`src/rtl/rst_pkg.sv`:
```
`default_nettype none
// +--------------------------------------------------------------------------+
// | rst_pkg : shared types and entry-layout helpers for the register status  |
// |           table controller.                                              |
// | Revision : 1.0                                                           |
// +--------------------------------------------------------------------------+
package rst_pkg;

    typedef enum logic [1:0] {
        ST_INIT  = 2'd0,
        ST_IDLE  = 2'd1,
        ST_FLUSH = 2'd2
    } rst_state_e;

    // Fill bit for the reserved "no producer" tag, which is all ones.
    localparam logic TAG_NULL_BIT = 1'b1;

    // The busy flag sits directly above the tag field of an entry.
    function automatic int unsigned busy_bit(input int unsigned w_tag);
        return w_tag;
    endfunction

endpackage
`default_nettype wire

```
`src/rtl/rst_ctrl.sv`:
```
`default_nettype none
// +--------------------------------------------------------------------------+
// | rst_ctrl : write-port arbiter, init/flush walker and decode read path    |
// |            for the register status table memory.                         |
// | Revision : 1.0                                                           |
// +--------------------------------------------------------------------------+
module rst_ctrl
    import rst_pkg::*;
#(
    parameter int W_ADDR       = 5,
    parameter int W_TAG        = 6,
    parameter int INCLUDE_OREG = 1
) (
    input  logic              clk,
    input  logic              reset,
    input  logic              disp_valid,
    output logic              disp_ready,
    input  logic [W_ADDR-1:0] disp_rd,
    input  logic [W_TAG-1:0]  disp_tag,
    input  logic              cdb_valid,
    input  logic [W_TAG-1:0]  cdb_tag,
    input  logic              flush_req,
    output logic              flush_busy,
    output logic              flush_done,
    input  logic              dec_valid,
    input  logic [W_ADDR-1:0] dec_rs_addr,
    input  logic [W_ADDR-1:0] dec_rt_addr,
    output logic              dec_rsp_valid,
    output logic              rs_busy,
    output logic              rt_busy,
    output logic [W_TAG-1:0]  rs_tag,
    output logic [W_TAG-1:0]  rt_tag,
    output logic [W_ADDR-1:0] rst_rport0_addr,
    output logic [W_ADDR-1:0] rst_rport1_addr,
    input  logic [W_TAG:0]    rst_rport0_data,
    input  logic [W_TAG:0]    rst_rport1_data,
    output logic [W_ADDR-1:0] rst_wport0_addr,
    output logic [W_ADDR-1:0] rst_wport1_addr,
    output logic [W_TAG:0]    rst_wport0_data,
    output logic [W_TAG:0]    rst_wport1_data,
    output logic              rst_wport0_wen,
    output logic              rst_wport1_wen,
    output logic [W_TAG-1:0]  rst_lookup_tag,
    input  logic              rst_lookup_found,
    input  logic [W_ADDR-1:0] rst_lookup_addr
);

    localparam int          W_DATA   = W_TAG + 1;
    localparam int          N_ENTRY  = 2 ** W_ADDR;
    localparam int          W_CNT    = (W_ADDR > 1) ? (W_ADDR - 1) : 1;
    localparam int unsigned BUSY_BIT = busy_bit(W_TAG);

    localparam logic [W_CNT-1:0]  C_CNT_LAST  = W_CNT'(N_ENTRY / 2 - 1);
    localparam logic [W_TAG-1:0]  C_TAG_NULL  = {W_TAG{TAG_NULL_BIT}};
    localparam logic [W_DATA-1:0] C_ENTRY_CLR = {1'b0, C_TAG_NULL};

    rst_state_e        r_state_q, w_state_d;
    logic [W_CNT-1:0]  r_cnt_q, w_cnt_d;
    logic              r_flush_done_q, w_flush_done_d;
    logic [W_ADDR-1:0] w_walk_addr0, w_walk_addr1;

    // Each walk step clears an even/odd pair, so the counter is half the index.
    assign w_walk_addr0 = W_ADDR'({r_cnt_q, 1'b0});
    assign w_walk_addr1 = w_walk_addr0 | W_ADDR'(1);

    assign disp_ready     = (r_state_q == ST_IDLE);
    assign flush_busy     = (r_state_q != ST_IDLE);
    assign flush_done     = r_flush_done_q;
    assign rst_lookup_tag = cdb_tag;

    always_comb begin
        w_state_d       = r_state_q;
        w_cnt_d         = r_cnt_q;
        w_flush_done_d  = 1'b0;
        rst_wport0_addr = w_walk_addr0;
        rst_wport1_addr = w_walk_addr1;
        rst_wport0_data = C_ENTRY_CLR;
        rst_wport1_data = C_ENTRY_CLR;
        rst_wport0_wen  = 1'b0;
        rst_wport1_wen  = 1'b0;
        case (r_state_q)
            ST_INIT, ST_FLUSH: begin
                rst_wport0_wen = 1'b1;
                rst_wport1_wen = 1'b1;
                w_cnt_d        = r_cnt_q + W_CNT'(1);
                if (r_cnt_q == C_CNT_LAST) begin
                    w_state_d      = ST_IDLE;
                    w_cnt_d        = '0;
                    w_flush_done_d = (r_state_q == ST_FLUSH);
                end
            end
            ST_IDLE: begin
                if (disp_valid) begin
                    rst_wport0_addr = disp_rd;
                    rst_wport0_data = {1'b1, disp_tag};
                    rst_wport0_wen  = 1'b1;
                end
                // A same-cycle dispatch to the completing register is the newer producer.
                if (cdb_valid && rst_lookup_found &&
                    !(disp_valid && (disp_rd == rst_lookup_addr))) begin
                    rst_wport1_addr = rst_lookup_addr;
                    rst_wport1_wen  = 1'b1;
                end
                if (flush_req) begin
                    w_state_d = ST_FLUSH;
                    w_cnt_d   = '0;
                end
            end
            default: begin
                w_state_d = ST_INIT;
                w_cnt_d   = '0;
            end
        endcase
    end

    always_ff @(posedge clk) begin
        if (reset) begin
            r_state_q      <= ST_INIT;
            r_cnt_q        <= '0;
            r_flush_done_q <= 1'b0;
        end else begin
            r_state_q      <= w_state_d;
            r_cnt_q        <= w_cnt_d;
            r_flush_done_q <= w_flush_done_d;
        end
    end

    assign rst_rport0_addr = dec_rs_addr;
    assign rst_rport1_addr = dec_rt_addr;
    assign rs_busy         = rst_rport0_data[BUSY_BIT];
    assign rt_busy         = rst_rport1_data[BUSY_BIT];
    assign rs_tag          = rst_rport0_data[W_TAG-1:0];
    assign rt_tag          = rst_rport1_data[W_TAG-1:0];

    generate
        if (INCLUDE_OREG != 0) begin : g_rsp_oreg
            logic r_rsp_valid_q, w_rsp_valid_d;
            assign w_rsp_valid_d = dec_valid;
            always_ff @(posedge clk) begin
                if (reset) r_rsp_valid_q <= 1'b0;
                else       r_rsp_valid_q <= w_rsp_valid_d;
            end
            assign dec_rsp_valid = r_rsp_valid_q;
        end else begin : g_rsp_comb
            assign dec_rsp_valid = dec_valid;
        end
    endgenerate

endmodule
`default_nettype wire

```
`config.mk`:
```
export PLATFORM = sky130hd
export DESIGN_NAME = rst_ctrl
export DESIGN_NICKNAME = d
export VERILOG_FILES = /design/src/rtl/rst_pkg.sv /design/src/rtl/rst_ctrl.sv
export SDC_FILE = /design/constraint.sdc
export NUM_CORES = 1
export LEC_CHECK = 0
export BUFFER_PORTS_ARGS = -buffer_cell sky130_fd_sc_hd__buf_2
export CELL_PAD_IN_SITES_DETAIL_PLACEMENT = 0
export CELL_PAD_IN_SITES_GLOBAL_PLACEMENT = 1
export CORE_MARGIN = 3
export CORE_UTILIZATION = 21
export CTS_CLUSTER_SIZE = 10
export DETAILED_ROUTE_END_ITERATION = 8
export PLACE_DENSITY_LB_ADDON = 0.3
export SLEW_MARGIN = 20
export SYNTH_ARGS = -nofsm -noshare
export SYNTH_HDL_FRONTEND = slang
export SYNTH_SLANG_ARGS = --single-unit
export TNS_END_PERCENT = 20
```
`constraint.sdc`:
```
create_clock -name clk -period 3.6 [get_ports clk]
set_input_delay 0.72 -clock clk [delete_from_list [all_inputs] [get_ports clk]]
set_output_delay 0.72 -clock clk [all_outputs]
set_load 0.03 [all_outputs]
```
==> impl_metrics.toml <==
[synthesis]
synthAdderAreaFrac = 0.0140
muxShareOfSynthArea = 0.118
yosys-top-cells-count = "buf_4 (38), dfxtp_1 (8), nor2_1 (7), nand2_1 (6), or2_2 (6)"
synth_top_cell_by_area = "buf_4"
seq_area_frac_synth = 0.180
synth_xor_area_frac = 0.0491
synth_edf_count = 0
synthSimpleGateAreaFrac = 0.203
syn-instance-count = 108
ys.flop_type = "dfxtp_1"
synthMostInstantiatedCell = "buf_4"
syn_area_sq_um = 892
yosysWarnings = 0
synth_top_area_share = 0.320
async_reset_ff_frac = 0
synth_top_family_by_area = "buffers and inverters"
yosys.cell_types.count = 31
ys_ff_latch = 8
synth_compound_area_frac = 0.0842
yosys-top-cells-area = "buf_4 (32%), dfxtp_1 (18%), mux2_4 (6.7%)"
synth_area_per_cell_sq_um = 8.26

[floorplanning]
die_x_microns = 71.2
die_h_microns = 71.2
rows = 23
io_pins = 113
core_area_sq_um = 4060
dieArea_sq_um = 5070
start_util = 0.220

[cts]
path_clk_slew_ps = 40
post_cts_buffers = 0
cts_hold_buf = 0
cts_buffer_depth = 2
cts_tree = "yes"
cts.sinks = 8
cts_buffers = 3
htreeDepth = 1
clock_tree.root_cell = "clkbuf_8"
post_cts_resized = 0
clock_latency_ps = 230

[power]
swShare = 0.299
peakVddDrop_mv = 0.0648
p_total_mw = 0.272
combinationalPowerShare = 0.245
leakage_nw = 0.470
power.switching_mw = 0.0815
pwr-share-clk = 0.396
seqPwrFrac = 0.359
cellPowerDensity_nw_per_um2 = 288
p_int_mw = 0.191

[setup_path]
reg2regPathDepth = 4
critPathKind = "in -> out"
end_kind = "primary output"
setup.worst_path.start = "rst_lookup_addr[0]"
cp.arrival_ps = 1910
rr_endpoint = "r_cnt_q[3]"
reg2reg_slack_ps = 2310
cp_data_required_time_ps = 2880
critPathMaxFanout = 4
startpoint_type = "input pin"
crit_path_end = "rst_wport1_addr[2]"
timing.rr.start = "r_cnt_q[0]"

[detailed_routing]
vias = 714
ant_nets = 0
drt-initial-drc-count = 25
viasPerCell = 4.18
drcViolationCount = 0
drt-wirelength-per-cell_microns = 12.4
finalWirelength_mm = 2.12
drt_first_pass_iters = 4

[min_path]
worstHoldPathType = "reg -> reg"
worstHoldStart = "r_state_q[1]"

[status]
outcome = "finished, final reports clean"

[layout]
layout-drive-gt1-share = 0.545
instances_no_fill = 171
area_growth_pct = 6.03
nets = 177
fin_util = 0.233
antenna_cells = 0
num-fill-cells = 460

[sta]
fmax_ghz = 0.381
rsz0062_at_grt = "no"
fin_setup_tns_ps = 0
setup_slack_ps = 972
finalHoldViolCount = 0
setup_viol = 0
fin_crit_sh = 0.730
finalCriticalPeriod_ps = 2630
maxSlewViolCount = 0
fin_skew_ps = 2.10

[global_route]
grt_max_degree = 13
grt_usage = 0.0778
grt_pass1_vias = 644
antenna_found_initial = 0
grt_pass1_wl_mm = 3.11
grt.overflow.total = 0

[place]
place_ws_ps = 976
routabilityCongestion = 0.817
dp_hpwl_mm = 1.80
dpl.cell_count = 168
numPortBuffers = 45

[run]
max-cap-violations = 0
==> stage by stage <==
step	area [sq um]	hold slack, ps
floorplan	911	486
finish	946	529
global placement	905	523
CTS	946	534
global route	946	566
detailed placement	905	528
==> cell type report <==
class	count	area [sq um]	share of cell area
multi-input combinational	63	444	0.470
timing repair buffer	45	225	0.238
sequential	8	160	0.169
tap	50	62.6	0.0661
clock buffer	3	41.3	0.0437
inverter	2	12.5	0.0132
==> sequential cells by signal (all words and copies together), names as in the netlist <==
| signal | count |
|---|---|
| r_cnt_q | 4 |
| flush_done | 1 |
| dec_rsp_valid | 1 |
| r_state_q | 2 |
==> worst min-delay path by stage <==
stage / end / slack (ps) / cells after the start
finish: flush_done / 530 / 1
global route: flush_done / 570 / 1
CTS: flush_done / 530 / 1
detailed placement: flush_done / 530 / 1
global placement: flush_done / 520 / 1
floorplan: r_cnt_q[1] / 490 / 2
==> cells by family (layout without fill, tap and decap cells) <==
| group | after synthesis | in the layout |
|---|---|---|
| muxes | 8 | 8 |
| other | 2 | 7 |
| and+or+nand+nor | 33 | 33 |
| xor gates and xnor gates | 5 | 5 |
| AOI/OAI and AO/OA | 9 | 9 |
| buffers and inverters | 42 | 50 |
| DFF | 8 | 8 |
| adders and majority gates | 1 | 1 |
==> worst max-delay path: stages <==
cell,delay [ps]
buf_2,110
xnor2_1,170
nand4_1,180
o21bai_4,240
mux2_4,320
buf_2,180
==> cell usage in the layout (no fill, tap or decap), drive strengths merged, types with 2 or more instances in the layout <==
| cell | n |
|---|---|
| conb | 7 |
| clkbuf | 3 |
| nor2b | 3 |
| buf | 45 |
| dfxtp | 8 |
| or2 | 6 |
| xnor2 | 5 |
| mux2 | 8 |
| a31oi | 2 |
| nor2 | 7 |
| a21oi | 2 |
| nand3 | 4 |
| nand2 | 6 |
| nand2b | 2 |
==> power by group through the flow <==
stage	Clock [mW]	Combinational (mW)	Sequential, mW
2_1_floorplan	0	0.111	0.0983
3_3_place_gp	0	0.0662	0.0988
3_5_place_dp	0	0.0670	0.0997
4_1_cts	0.114	0.0672	0.0981
5_1_grt	0.116	0.0719	0.0982
6_report	0.108	0.0667	0.0978
==> layer usage <==
layer	up-vias	wire length (microns)	global-route usage
met1	314	807	0.0899
met4	0	44	0.0522
li1	339	-	-
met5	-	0	0
met2	53	941	0.119
met3	8	325	0.0284
Power figures use the tool's default switching activity.
